**src/rtl/dsm_cic_pkg.sv**
```systemverilog
// Shared sizing helpers for the CIC decimator: log2, accumulator width, ratio check.
// Accumulator width grows by log2(DECIM) bits per stage so integrator wrap cancels in the combs.
package dsm_cic_pkg;

  function automatic int clog2_f(input int v);
    int r;
    r = 0;
    for (int p = 1; p < v; p = p * 2) r++;
    return r;
  endfunction

  function automatic int acc_width_f(input int in_w, input int order, input int decim);
    return in_w + order * clog2_f(decim);
  endfunction

  function automatic bit is_pow2_f(input int v);
    return (v >= 2) && ((v & (v - 1)) == 0);
  endfunction

  localparam int DEF_ACC_W = acc_width_f(4, 3, 16);
  typedef logic signed [DEF_ACC_W-1:0] acc_def_t;

endpackage

```
**src/rtl/dsm_cic_comb.sv**
```systemverilog
// One CIC comb stage (M=1): y = x - x_delayed, advancing only when i_en is high.
module dsm_cic_comb
  import dsm_cic_pkg::*;
#(
  parameter int ACC_W = DEF_ACC_W
) (
  input  logic             aclk,
  input  logic             rst_n,
  input  logic             i_en,
  input  logic [ACC_W-1:0] i_x,
  output logic [ACC_W-1:0] o_y
);

  logic signed [ACC_W-1:0] r_dly_p0;
  logic signed [ACC_W-1:0] r_y_p0;

  always_ff @(posedge aclk or negedge rst_n) begin
    if (!rst_n) begin
      r_dly_p0 <= '0;
      r_y_p0   <= '0;
    end else if (i_en) begin
      r_y_p0   <= $signed(i_x) - r_dly_p0;
      r_dly_p0 <= $signed(i_x);
    end
  end

  assign o_y = r_y_p0;

endmodule

```
**src/rtl/dsm_cic_decimator.sv**
```systemverilog
// sinc^ORDER CIC decimator for MASH / 1-bit DSM streams with a valid/ready output.
// Define DSM_CIC_ROUND_EN for round-half-up with positive saturation instead of truncation.
module dsm_cic_decimator
  import dsm_cic_pkg::*;
#(
  parameter int IN_WIDTH  = 4,
  parameter int BIT_MODE  = 0,
  parameter int ORDER     = 3,
  parameter int DECIM     = 16,
  parameter int OUT_WIDTH = 16
) (
  input  logic                 aclk,
  input  logic                 rst_n,
  input  logic [IN_WIDTH-1:0]  in_data,
  input  logic                 in_valid,
  output logic [OUT_WIDTH-1:0] m_tdata,
  output logic                 m_tvalid,
  input  logic                 m_tready,
  output logic                 overrun,
  input  logic                 overrun_clr
);

  localparam int LOG2D = clog2_f(DECIM);
  localparam int ACC_W = acc_width_f(IN_WIDTH, ORDER, DECIM);

  if (!is_pow2_f(DECIM)) begin : g_bad_decim
    $error("dsm_cic_decimator: DECIM must be a power of two >= 2");
  end
  if (ORDER < 1 || ORDER > 5) begin : g_bad_order
    $error("dsm_cic_decimator: ORDER must be in 1..5");
  end
  if (OUT_WIDTH > ACC_W) begin : g_bad_width
    $error("dsm_cic_decimator: OUT_WIDTH must not exceed the accumulator width");
  end

`ifdef DSM_CIC_ROUND_EN
  localparam int SH = ACC_W - OUT_WIDTH;
  localparam logic [ACC_W:0] HALF = (SH > 0) ? ((ACC_W + 1)'(1) << ((SH > 0) ? SH - 1 : 0)) : '0;
`endif

  function automatic logic [OUT_WIDTH-1:0] f_quant(input logic [ACC_W-1:0] a);
`ifdef DSM_CIC_ROUND_EN
    logic [ACC_W:0] s;
    s = {a[ACC_W-1], a} + HALF;
    if (s[ACC_W] != s[ACC_W-1]) return {1'b0, {(OUT_WIDTH-1){1'b1}}};
    return s[ACC_W-1 -: OUT_WIDTH];
`else
    return a[ACC_W-1 -: OUT_WIDTH];
`endif
  endfunction

  logic signed [ACC_W-1:0] w_x;
  logic                    w_unused_in;
  assign w_unused_in = ^in_data;

  if (BIT_MODE != 0) begin : g_bit
    assign w_x = in_data[0] ? {{(ACC_W-1){1'b0}}, 1'b1} : {ACC_W{1'b1}};
  end else begin : g_pcm
    assign w_x = {{(ACC_W-IN_WIDTH){in_data[IN_WIDTH-1]}}, in_data};
  end

  // Integrator stage: wrap-around accumulation, advancing only on accepted inputs
  logic signed [ORDER-1:0][ACC_W-1:0] r_int_p0;
  logic [LOG2D-1:0]                   r_cnt;
  // r_stb[0] = decimate strobe; r_stb[k] walks it through capture and comb k
  logic [ORDER+1:0]                   r_stb;

  always_ff @(posedge aclk or negedge rst_n) begin
    if (!rst_n) begin
      r_int_p0 <= '0;
    end else if (in_valid) begin
      r_int_p0[0] <= r_int_p0[0] + w_x;
      for (int k = 1; k < ORDER; k++) r_int_p0[k] <= r_int_p0[k] + r_int_p0[k-1];
    end
  end

  always_ff @(posedge aclk or negedge rst_n) begin
    if (!rst_n) begin
      r_cnt <= '0;
      r_stb <= '0;
    end else begin
      if (in_valid) r_cnt <= r_cnt + 1'b1;
      r_stb <= {r_stb[ORDER:0], in_valid & (&r_cnt)};
    end
  end

  // Capture stage: sample the last integrator at the decimated rate
  logic signed [ACC_W-1:0] r_samp_p1;

  always_ff @(posedge aclk or negedge rst_n) begin
    if (!rst_n)        r_samp_p1 <= '0;
    else if (r_stb[0]) r_samp_p1 <= r_int_p0[ORDER-1];
  end

  // Comb stages
  logic [ORDER:0][ACC_W-1:0] w_comb;
  assign w_comb[0] = r_samp_p1;

  for (genvar g = 0; g < ORDER; g++) begin : g_comb
    dsm_cic_comb #(.ACC_W(ACC_W)) u_comb (
      .aclk  (aclk),
      .rst_n (rst_n),
      .i_en  (r_stb[g+1]),
      .i_x   (w_comb[g]),
      .o_y   (w_comb[g+1])
    );
  end

  // Output stage: valid/ready holding register with sticky overrun
  logic [OUT_WIDTH-1:0] r_tdata_p2;
  logic                 r_tvalid;
  logic                 r_overrun;
  logic                 w_load;
  logic                 w_xfer;
  logic                 w_drop;

  assign w_load = r_stb[ORDER+1];
  assign w_xfer = r_tvalid & m_tready;
  assign w_drop = w_load & r_tvalid & ~m_tready;

  always_ff @(posedge aclk or negedge rst_n) begin
    if (!rst_n) begin
      r_tdata_p2 <= '0;
      r_tvalid   <= 1'b0;
      r_overrun  <= 1'b0;
    end else begin
      if (w_load && (!r_tvalid || m_tready)) begin
        r_tdata_p2 <= f_quant(w_comb[ORDER]);
        r_tvalid   <= 1'b1;
      end else if (w_xfer) begin
        r_tvalid   <= 1'b0;
      end
      if (w_drop)           r_overrun <= 1'b1;
      else if (overrun_clr) r_overrun <= 1'b0;
    end
  end

  assign m_tdata  = r_tdata_p2;
  assign m_tvalid = r_tvalid;
  assign overrun  = r_overrun;

endmodule

```
**config.mk**
```make
export PLATFORM = sky130hd
export DESIGN_NAME = dsm_cic_decimator
export DESIGN_NICKNAME = d
export VERILOG_FILES = /design/src/rtl/dsm_cic_pkg.sv /design/src/rtl/dsm_cic_comb.sv /design/src/rtl/dsm_cic_decimator.sv
export SDC_FILE = /design/constraint.sdc
export NUM_CORES = 1
export LEC_CHECK = 0
export CAP_MARGIN = 30
export CORE_ASPECT_RATIO = 0.7
export CORE_MARGIN = 2
export CORE_UTILIZATION = 60
export DETAILED_ROUTE_END_ITERATION = 8
export PLACE_DENSITY = 0.88
export SLEW_MARGIN = 0
export SYNTH_ARGS = -nofsm -noshare
export SYNTH_HDL_FRONTEND = slang
export SYNTH_HIERARCHICAL = 1
export SYNTH_SLANG_ARGS = --single-unit
```
**constraint.sdc**
```tcl
create_clock -name aclk -period 2.9 [get_ports aclk]
set_input_delay 0.58 -clock aclk [delete_from_list [all_inputs] [get_ports aclk]]
set_output_delay 0.58 -clock aclk [all_outputs]
set_load 0.01 [all_outputs]
```
==> reports/results.ini <==
[clock_tree]
worstSkewPairLatency_ps = 440
cts_made_buffers = 17
clock-sinks = 187
clockBufferDepth = 2
post_cts_buffers = 0
cts-resized-gates = 0
path_clk_slew_ps = 70
cts-hold-fix-buffers = 0
htree_levels = 4
cts-root-buf = clkbuf_16
cts_tree = done

[synth]
ys.flop_type = dfrtp_1
async_reset_ff_share_pct = 100
syn_area_um2 = 11200
syn_inst = 1088
ys_ff_latch = 187
synth_nets = 1194
synth_edf_count = 0
ys_warn_count = 6
ys_types = 54
avgSynthCellArea_um2 = 10.3
seq_area_frac_synth_pct = 41.9

[timing]
fin_tns_setup_ps = 0
rsz0062_at_grt = false
hold_ws_ps = 134
max_freq_ghz = 0.375
fin_crit_sh_pct = 92.0
finClkSkew_ps = 11.9
setup_slack_ps = 231
setup_viol = 0
max_slew.worst_pin.slew_ps = 810
final_hold_viol_count = 0
period_minus_slack_ps = 2670
final-max-slew-violation-count = 0
worst_slew_margin_rel_pct = 46.0

[routing]
totalWireLength_mm = 23.9
remaining_drc_errors = 0
vias = 8307
via_per_inst = 6.08
wl_per_cell_um = 17.5
first_pass_iters = 5
ant_nets = 0
drt_iter0_drc = 734

[finish]
drive_gt1_share_pct = 15.8
syn2layout_area_growth_pct = 9.96
design_area_um2 = 12300
seqCellArea_um2 = 4680
multi_input_area_um2 = 6150
nets = 1225
fillers = 1307
antenna_cells = 0

[critical_path]
cpMaxStageDelayCell = dfrtp_1
cp_num_buf_inv = 0
cp_cell_sequence = ha_1, fa_1, a21o_1, a221oi_2, o21ai_2, a221oi_2, xnor2_1, mux2_4
crit_required_ps = 3230
critPathMaxStageDelay_ps = 490
crit_path_frequent_cell = a221oi_2
worst_ep_arrival_time_ps = 2990
critPathCaptureType = flip-flop
worstSetupPathType = flip-flop to flip-flop
cp-start-kind = flip-flop
cpLargestDelayFamily = compound AO/OA/AOI/OAI gates
crit_fanout = 3
rrSetupSlack_ps = 230

[floorplan]
rows = 41
io_pins = 27
floorplan.initialDensity_pct = 61.7
die_x_um = 167
core_um2 = 18100
dieArea_um2 = 19700
die_h_um = 118

[status]
outcome = completed

[run]
max_cap_violations = 0

[placement]
gp_congestion = 0.905
post-dp-hpwl_mm = 16.9
dp_slack_ps = 37.0
portBuffers = 26
place_area_um2 = 11700

[grt]
overflow = 0
grt_max_degree = 68
grt_use_total_pct = 25.2
grt_pass1_wl_mm = 40.5
antenna_found_initial = 0
grt_pass1_vias = 8261

[hold_path]
hp-class = input pin to async pin

==> metrics by stage <==
step	std cells	util (%)
final	1367	67.9
after global routing	1367	67.9
after CTS	1367	67.9
after detailed placement	1336	64.9
after global placement	1336	64.9
after floorplan	1088	-
==> final cells by class <==
type	instances	share of cell area, %
well taps	236	2.40
clock inverters	13	0.927
clock buffers	18	3.49
inverters	65	1.99
multi-input cells	810	50.1
flip-flops and latches	187	38.1
repair buffers	38	3.04
==> synth_stat cells, drive strengths merged (3+ instances only) <==
master    n  area [um^2]
dfrtp   187         4680
nand2   113          424
mux2    108         1220
a21oi    96          510
ha       91         1140
o21ai    85          429
inv      65          244
xnor2    51          447
nor2     43          166
xor2     26          228
mux2i    17          170
nand2b   16          100
buf      14         53.8
o21a     13         97.6
clkbuf   12         45.0
a21o     11         82.6
nor2b    10         62.6
o21bai   10         75.1
and2      9         58.8
nor3      9         45.0
o211ai    9          103
o31ai     9         67.6
a211oi    8         60.1
nand3     8         40.0
a31oi     7         43.8
nand4     7         43.8
and3      6         42.5
fa        6          120
o311ai    6         75.1
a21boi    5         37.5
a31o      5         43.8
or3       5         31.3
a211o     3         26.3
a41oi     3         26.3
nand3b    3         22.5
o22ai     3         18.8
==> kinds of logic (layout without fill, tap and decap cells) <==
family	Yosys count	in the layout	synth area share [%]
compound gates	277	277	15.6
simple gates	234	234	9.69
flops	187	187	41.9
mux	125	125	12.4
fa+ha+maj	97	97	11.3
buf+inv	91	134	3.07
xor+xnor	77	77	6.04
==> state kept, by name, summed over array words and instances, names as in the netlist <==
signal                  cells
m_tvalid                    1
g_comb.u_comb/o_y          48
r_int_p0                   48
overrun                     1
m_tdata                    16
g_comb.u_comb/r_dly_p0     48
r_samp_p1                  16
r_stb                       5
r_cnt                       4
==> placed cells by master (no fill, tap or decap), drive strengths merged, types with 10 or more instances in the layout <==
| master | instances |
|---|---|
| buf | 13 |
| mux2i | 17 |
| xnor2 | 51 |
| nand2b | 16 |
| dfrtp | 187 |
| clkbuf | 19 |
| xor2 | 26 |
| o21a | 13 |
| nor2 | 43 |
| o21ai | 85 |
| nand2 | 113 |
| nor2b | 10 |
| a21o | 11 |
| clkdlybuf4s50 | 24 |
| mux2 | 108 |
| inv | 70 |
| ha | 91 |
| a21oi | 96 |
| o21bai | 10 |
==> routing by layer <==
layer | part of all wire (%) | up-vias | GRT usage [%]
li1 | - | 3925 | -
met1 | 48 | 4101 | 37.1
met2 | 44 | 243 | 37.3
met3 | 6.8 | 38 | 6.60
met4 | 1.4 | 0 | 5.93
met5 | 0 | - | 0
==> path summary, 6_finish.rpt <==
| check | start | end | cells after the start |
|---|---|---|---|
| max | r_int_p0[16] | r_int_p0[28] | 8 |
| min | rst_n | r_int_p0[10] | 1 |
| max reg2reg | r_int_p0[16] | r_int_p0[28] | 8 |
| min reg2reg | r_cnt[3] | r_cnt[3] | 1 |
| max in group asynchronous | rst_n | g_comb[0].u_comb/o_y[2] | 2 |
| min in group aclk | r_cnt[3] | r_cnt[3] | 1 |
Power is not shown: default switching activity piles up to over one toggle a cycle in this logic, so the estimate is an artifact.
==> edit (config.mk and constraints unchanged) <==
The parameter `BIT_MODE` goes from 0 to 1.
--- a/src/rtl/dsm_cic_decimator.sv
+++ b/src/rtl/dsm_cic_decimator.sv
@@ -5,5 +5,5 @@
 #(
   parameter int IN_WIDTH  = 4,
-  parameter int BIT_MODE  = 0,
+  parameter int BIT_MODE  = 1,
   parameter int ORDER     = 3,
   parameter int DECIM     = 16,
Function: same outputs for any inputs over 10 cycles, from zero or initial values and one cycle with rst_n low; that may be too few to reach the edited logic, so the function may still have changed.
==> edit against the original RTL <==
- clock skew increased by 0.0059 ns
- final area increased by 1.7%
- setup slack got worse by 0.038 ns
- global-route usage increased by 1.1 points
- routed wire length increased by 3.4%
- core utilization increased by 0.79 points
- sequential cell count unchanged
- synthesized area increased by 1.0%
- critical path depth increased by 1
Power is left out: the tool's default activity adds up to more than one toggle a clock period on the data nets, which glitch-free logic cannot reach.
==> edit: results <==
[run_status]
status = "complete, no violations"

[synth]
avgSynthCellArea_um2 = 10.2
ys_types = 67
synth_area_leaders = "dfrtp_1 41%, ha_1 10%, mux2_2 9.8%"
ys_seq_area_share_pct = 41.4

[detailed_routing]
dr.first_iter.drc_count = 816
wl_per_cell_um = 17.7
wl_met3_um = 2000
wl_met1_um = 11400
firstDrtPassIters = 6
totalWireLength_um = 24700

[sta]
finalClockSkew_ns = 0.0178

[global_routing]
grt_pass1_vias = 8526
grt_pass1_wl_um = 42300
track_usage_pct = 26.2
antenna_found_initial = 1
grt_max_degree = 69

[place]
port_buffers = 23
dp_hpwl_um = 17500
dpl_cell_area_um2 = 11900
globalplace.congestion = 0.884

[critical_path]
arrival_ns = 3.00
rrSetupSlack_ns = 0.19

[final_layout]
fin_nets = 1255
drive_above_1_share_pct = 16.9
-- edit: changes by cell type after synthesis, sizes merged, moves of 8 or more --
cell   delta
inv      +15
a21oi    -11
or3      +10
mux2      -9
nand2     -8
-- edit: path summary, 6_finish.rpt --
path	start	cells after the start	end
max	r_int_p0[32]	9	r_int_p0[46]
min	rst_n	1	m_tdata[0]
max reg2reg	r_int_p0[32]	9	r_int_p0[46]
min reg2reg	r_cnt[3]	1	r_cnt[3]
max in group asynchronous	rst_n	2	r_int_p0[47]
min in group aclk	r_cnt[3]	1	r_cnt[3]
-- edit: timing repair --
action                                  CTS  global route
setup buffers                             0             0
endpoints found under the setup margin    0             3
resized for setup                         0             1
-- edit: final cells by class --
type | count | area [µm²]
sequential | 187 | 4680
timing repair buffer | 53 | 479
clock inverter | 14 | 125
inverter | 80 | 300
multi-input combinational | 811 | 6180
clock buffer | 18 | 439
fill | 1254 | 5710
tap | 236 | 295
-- edit: per-layer routing --
metal | global-route usage (%) | vias to the layer above
li1 | - | 4042
met1 | 37.6 | 4228
met2 | 39.5 | 295
met3 | 7.74 | 32
met4 | 5.76 | 0
met5 | 0 | -
-- edit: logic make-up after synthesis --
logic type / after synthesis / synth area share, %
fa+ha+maj: 96 / 11.0
flops: 187 / 41.4
simple gates: 234 / 9.83
xor+xnor: 67 / 5.20
mux: 115 / 11.3
compound gates: 299 / 17.4
buf+inv: 113 / 3.81
-- edit: metrics by stage --
stage | worst slack, ns | hold WS (ns)
3_5_place_dp | -0.160 | 0.466
3_3_place_gp | -0.141 | 0.464
5_1_grt | 0.0505 | 0.150
6_report | 0.193 | 0.127
2_1_floorplan | 0.420 | 0.284
4_1_cts | 0.139 | 0.158
